**src/rtl/multi_clock_divider.sv**
```systemverilog
// rtl/multi_clock_divider.sv - multi-channel programmable clock-enable divider
module multi_clock_divider #(
  parameter int CHANNELS      = 2,
  parameter int WIDTH         = 16,
  parameter int DEFAULT_RATIO = 10,
  parameter int DEFAULT_HIGH  = DEFAULT_RATIO / 2,
  localparam int CW           = (CHANNELS > 1) ? $clog2(CHANNELS) : 1
) (
  input  logic                clk,
  input  logic                rst_n,
  input  logic [CHANNELS-1:0] en,
  input  logic                sync,
  input  logic                wr_en,
  input  logic [CW-1:0]       wr_ch,
  input  logic [WIDTH-1:0]    wr_ratio,
  input  logic [WIDTH-1:0]    wr_high,
  output logic [CHANNELS-1:0] divided,
  output logic [CHANNELS-1:0] tick,
  output logic [CHANNELS-1:0] pending
);

  localparam logic [WIDTH-1:0] RATIO_RST = WIDTH'(DEFAULT_RATIO);
  localparam logic [WIDTH-1:0] HIGH_RST  = WIDTH'(DEFAULT_HIGH);
  localparam logic [WIDTH-1:0] ONE       = WIDTH'(1);
  localparam logic [CW:0]      CH_LIMIT  = (CW + 1)'(CHANNELS);

  logic             wr_valid;
  logic [WIDTH-1:0] wr_ratio_fix;

  // Writes aimed past the last channel are dropped; a zero ratio means one cycle.
  assign wr_valid     = wr_en && ({1'b0, wr_ch} < CH_LIMIT);
  assign wr_ratio_fix = (wr_ratio == '0) ? ONE : wr_ratio;

  for (genvar i = 0; i < CHANNELS; i++) begin : g_ch
    logic [WIDTH-1:0] cnt_q;
    logic [WIDTH-1:0] ratio_act, high_act;
    logic [WIDTH-1:0] ratio_sh, high_sh;
    logic             div_q, tick_q, pend_q;
    logic             restart, reload, wr_hit;

    // Sync and disable both force a fresh period; >= keeps a shrunk ratio safe.
    assign restart = sync || !en[i];
    assign reload  = restart || (cnt_q >= ratio_act);
    assign wr_hit  = wr_valid && (wr_ch == CW'(i));

    // Counter, outputs and shadow/active config; a same-cycle write lands after the reload.
    always_ff @(posedge clk or negedge rst_n) begin
      if (!rst_n) begin
        cnt_q     <= ONE;
        ratio_act <= RATIO_RST;
        high_act  <= HIGH_RST;
        ratio_sh  <= RATIO_RST;
        high_sh   <= HIGH_RST;
        div_q     <= 1'b0;
        tick_q    <= 1'b0;
        pend_q    <= 1'b0;
      end else begin
        if (restart) begin
          div_q  <= 1'b0;
          tick_q <= 1'b0;
        end else begin
          div_q  <= (cnt_q <= high_act);
          tick_q <= (cnt_q == ONE);
        end
        if (reload) begin
          cnt_q <= ONE;
          if (pend_q) begin
            ratio_act <= ratio_sh;
            high_act  <= high_sh;
            pend_q    <= 1'b0;
          end
        end else begin
          cnt_q <= cnt_q + ONE;
        end
        if (wr_hit) begin
          ratio_sh <= wr_ratio_fix;
          high_sh  <= wr_high;
          pend_q   <= 1'b1;
        end
      end
    end

    assign divided[i] = div_q;
    assign tick[i]    = tick_q;
    assign pending[i] = pend_q;
  end

endmodule

```
**config.mk**
```make
export PLATFORM = sky130hd
export DESIGN_NAME = multi_clock_divider
export DESIGN_NICKNAME = d
export VERILOG_FILES = /design/src/rtl/multi_clock_divider.sv
export SDC_FILE = /design/constraint.sdc
export NUM_CORES = 1
export LEC_CHECK = 0
export CORE_ASPECT_RATIO = 1.75
export CORE_MARGIN = 2
export CORE_UTILIZATION = 35
export DETAILED_ROUTE_END_ITERATION = 16
export PLACE_DENSITY = 0.56
export SLEW_MARGIN = 20
export SYNTH_ARGS = -nofsm -noshare
export SYNTH_HDL_FRONTEND = slang
export SYNTH_SLANG_ARGS = --single-unit
```
**constraint.sdc**
```tcl
create_clock -name clk -period 4.2 [get_ports clk]
set_input_delay 0.42 -clock clk [delete_from_list [all_inputs] [get_ports clk]]
set_output_delay 0.42 -clock clk [all_outputs]
set_load 0.02 [all_outputs]
```
* Word level (Yosys, flattened, before mapping)
Index checks and enable logic that the tools add are counted.
** Operators by class
- Add/sub/neg operators :: 2
- $lt $le $gt $ge :: 4
- Eq/ne operators :: 2
- Mux-type cells :: 11
- Bitwise operators :: 1
- Reduce and logical (&&, ||, !) cells :: 13
** Operators by type and width (count)
- $mux 16 :: 3
- $add 16x1->16 const B :: 2
- $eq 16x1->1 const B :: 2
- $ge 16x16->1 :: 2
- $le 16x16->1 :: 2
- $logic_not 16->1 :: 1
- $mux 1 :: 8
- $logic_or 1x1->1 :: 4
- $reduce_and 2->1 :: 2
- $reduce_bool 2->1 :: 2
- $logic_and 1x1->1 :: 2
- $logic_not 1->1 :: 2
- $not 1->1 :: 1
** Word-level totals
- Flip-flop bits (word level) :: 166
- Input bits :: 39
- Output and inout bits :: 6

* Logic depth before layout (Yosys ltp)
- Word-level depth :: 5
- Mapped depth :: 8

* Worst setup path after synthesis
Ideal clock, no wire load.
- Kind :: register to register
- From :: register g_ch[1].cnt_q[0]
- To :: register g_ch[1].high_act[1]
- Arrival :: 2076 ps
- Data required time :: 4072 ps
- Setup slack :: 1997 ps
- Stages on the path, launching flop included :: 9
- Period minus slack after synthesis :: 2203 ps
- Cells stage by stage :: dfstp_2 -> inv_1 -> ha_1 -> nor3b_1 -> o21ai_0 -> a2bb2oi_1 -> a31oi_4 -> buf_4 -> mux2_1
** On the way
- Longest elaborated chain between the ends :: 3
** RTL lines
- start: declaration :: RTL line 35 : logic [WIDTH-1:0] cnt_q;
- start signal: assignment :: RTL line 73 : cnt_q <= cnt_q + ONE;
- $ge 16x16->1 :: RTL line 43 : assign reload = restart || (cnt_q >= ratio_act);
- $logic_or 1x1->1 :: RTL line 43
- $reduce_and 2->1 (no line)
- end signal: assignment :: RTL line 69 : high_act <= high_sh;
- end: declaration :: RTL line 36 : logic [WIDTH-1:0] ratio_act, high_act;
No other way between the ends.
A chain may end at the register's enable or synchronous reset.

* Worst setup path in the final report
- From :: register g_ch[1].cnt_q[0]
- To :: register g_ch[1].high_act[5]
The elaborated chain is that of the path after synthesis.

==> flow_summary.toml <==
[clocking]
cts_setup_buffers = 0
insertion_delay_ns = 0.44
cts.sinks = 166
cts_tree = "yes"
ctsResizeCount = 0
cts_buffer_depth = 2
path_clk_slew_ns = 0.07
hold_buffers = 0
numCtsBuffers = 17
cts-root-buf = "clkbuf_16"
htree_levels = 4

[timing]
final_hold_viol_count = 0
fmax_mhz = 359.1
setup_tns_ns = 0
finalSetupViolCount = 0
rsz0062_at_grt = "no"
max_slew_margin = 0.3317
layout_min_cycle_time_ns = 2.785
period_share = 0.6630
maxSlewViolCount = 0
skew_ns = 0.01051
tightest_slew_ns = 1.002

[finish]
antennaDiodeCount = 0
fin_nets = 827
final_layout_size_suffix_gt1_frac = 0.1924
stdcell_count = 1037
fin_area_um2 = 9528
syn2layout_area_growth_pct = 16.53

[worst_setup_path]
path_buf_inv = 2
rr_startpoint = "g_ch[1].cnt_q[0]$_DFF_PN1_"
required_ns = 4.51
crit_start = "g_ch[1].cnt_q[0]$_DFF_PN1_"
critical_path.slowest_cell = "dfstp_2"
critical_path_class = "reg -> reg"
critical-path-max-stage-delay_ns = 0.62
arrival_ns = 3.09
crit_path_start_kind = "flop"
cp-end-kind = "flop"
critPathTopFamily = "compound AO/OA/AOI/OAI gates"
cp_max_fo = 20
path_cells = "inv_1, ha_1, nor3b_1, o21ai_0, a2bb2oi_1, a31oi_4, buf_16, mux2_1"

[placement]
dp.cells = 1003
port_buffers = 44
dpl_cell_area_um2 = 8894
routabilityCongestion = 0.8921
hpwlAfterDp_um = 13990

[power_and_ir_drop]
cellLeakagePower_nw = 4.314
peakVddDrop_uv = 308.0
power_density_nw_per_um2 = 452.8

[global_route]
grt_pass1_vias = 5724
grt_overflow_total = 0
grt_antenna_before_repair = 0
grt_usage = 0.1604
grt_max_degree = 108
grt_pass1_wl_um = 30220

[floorplan]
die_h_um = 206.2
core_um2 = 23150
die_area_um2 = 24650
initial_core_util = 0.3532
die_w_um = 119.5
io_pins = 45
rows = 74

[synthesis]
synth_edf_count = 0
synth.most_common_cell = "dfrtp_1"
synth_largest_area_cell = "dfrtp_1"
syn_avg_cell_area_um2 = 12.17
async_reset_ff_frac = 1.000
ys_top_cells_by_area = "dfrtp_1, mux2_2, ha_1"
ys_ff_latch = 166
synthCells = 672
yosysWarnings = 0
synth_common_cells = "dfrtp_1, mux2_2, inv_1"
synth.distinct_cells = 40
netlist_area_um2 = 8177
syn_nets = 779
ys.flop_type = "dfrtp_1"
netlist.area_leader.share = 0.4529
synth.yosys.seq_area_share = 0.5108

[detailed_routing]
drt-pass1-iter-count = 4
wl_met2_um = 10160
top_layer_used = "met4"
met1_length_um = 6900
via_per_inst = 5.051
wire_per_inst_um = 17.81
drc = 0
detail-route-antenna-nets = 0
route.met3.wl_um = 426
via_count = 5238
drt-initial-drc-count = 326
totalWireLength_um = 18470

[flow_run]
max_cap_viol_count = 0

[worst_hold_path]
hold_path.class = "in -> async"

[status]
status = "finished, final reports clean"
[power by group]
part	switching (mW)	internal (mW)	leakage, nW
clock network	0.688	0.849	0.286
registers	0.152	1.90	2.01
logic	0.362	0.362	2.02
[per-layer routing]
metal | track usage | up-vias
met5 | 0 | -
met4 | 0.1034 | 0
met3 | 0.02732 | 53
met2 | 0.2992 | 110
met1 | 0.1631 | 2633
li1 | - | 2442
[area by class of cell]
cell class / count / area [um2]
clock buffer: 18 / 439.2
clock inverter: 14 / 140.1
fill: 2176 / 13620
inverter: 69 / 259.0
multi-input combinational: 416 / 3606
sequential: 166 / 4177
tap: 304 / 380.4
timing repair buffer: 50 / 526.8
[cell families (layout without fill, tap and decap cells)]
logic type                 count (synthesis)  after routing  synth area share
AOI/OAI and AO/OA                         54             54           0.04591
xor gates and xnor gates                  28             28           0.02999
adders and majority gates                 68             68            0.1041
buffers and inverters                     90            151           0.04820
DFF                                      166            166            0.5108
muxes                                    126            126            0.1735
and+or+nand+nor                          140            140           0.08753
[flip-flops by register name, indices dropped and copies added (netlist names)]
signal,cells
g_ch.ratio_act,32
g_ch.cnt_q,32
g_ch.high_sh,32
g_ch.pend_q,2
g_ch.ratio_sh,32
g_ch.div_q,2
g_ch.tick_q,2
g_ch.high_act,32
[final timing paths]
path,to,slack (ns),cells after the start
worst max-delay path,g_ch[1].high_act[5]$_DFFE_PN0P_,1.42,8
worst min-delay path,g_ch[0].cnt_q[5]$_DFF_PN0_,0.08,1
worst max register to register,g_ch[1].high_act[5]$_DFFE_PN0P_,1.42,8
min in group clk,g_ch[0].ratio_sh[0]$_DFFE_PN0P_,0.48,2
max in group asynchronous,g_ch[0].ratio_sh[9]$_DFFE_PN0P_,3.05,2
worst min register to register,g_ch[0].ratio_sh[0]$_DFFE_PN0P_,0.48,2
[placed cells by master, fill, tap and decap left out, drive strengths merged, types with 3 or more instances in the layout]
cell type,instances
nand4,20
a21oi,19
ha,68
nor2,41
nor4b,3
nor4,15
mux2,126
nor3,3
clkinv,5
xnor2,11
clkdlybuf4s50,43
dfstp,18
o21ai,11
a21o,7
clkbuf,18
nand2,26
xor2,17
o211ai,4
inv,76
dfrtp,148
nor2b,5
buf,7
and3,4
a211oi,4
nand3,15
[worst reg2reg max path, cell delays in order (launching register included)]
cell and delay [ns]:
dfstp_2 0.62, inv_1 0.12, ha_1 0.20, nor3b_1 0.13, o21ai_0 0.26, a2bb2oi_1 0.19
a31oi_4 0.55, buf_16 0.24, mux2_1 0.35
[per-stage QoR]
stage | util | worst slack [ns] | power [mW] | hold slack (ns)
2_1_floorplan | - | 1.997 | 2.535 | 0.1244
3_3_place_gp | 0.3842 | 1.215 | 2.770 | 0.4623
3_5_place_dp | 0.3842 | 1.180 | 2.810 | 0.4706
4_1_cts | 0.4092 | 1.165 | 4.376 | 0.1560
5_1_grt | 0.4116 | 1.210 | 4.574 | 0.1786
6_report | 0.4116 | 1.415 | 4.315 | 0.07654
No activity file was read; power rests on OpenSTA's default activity.
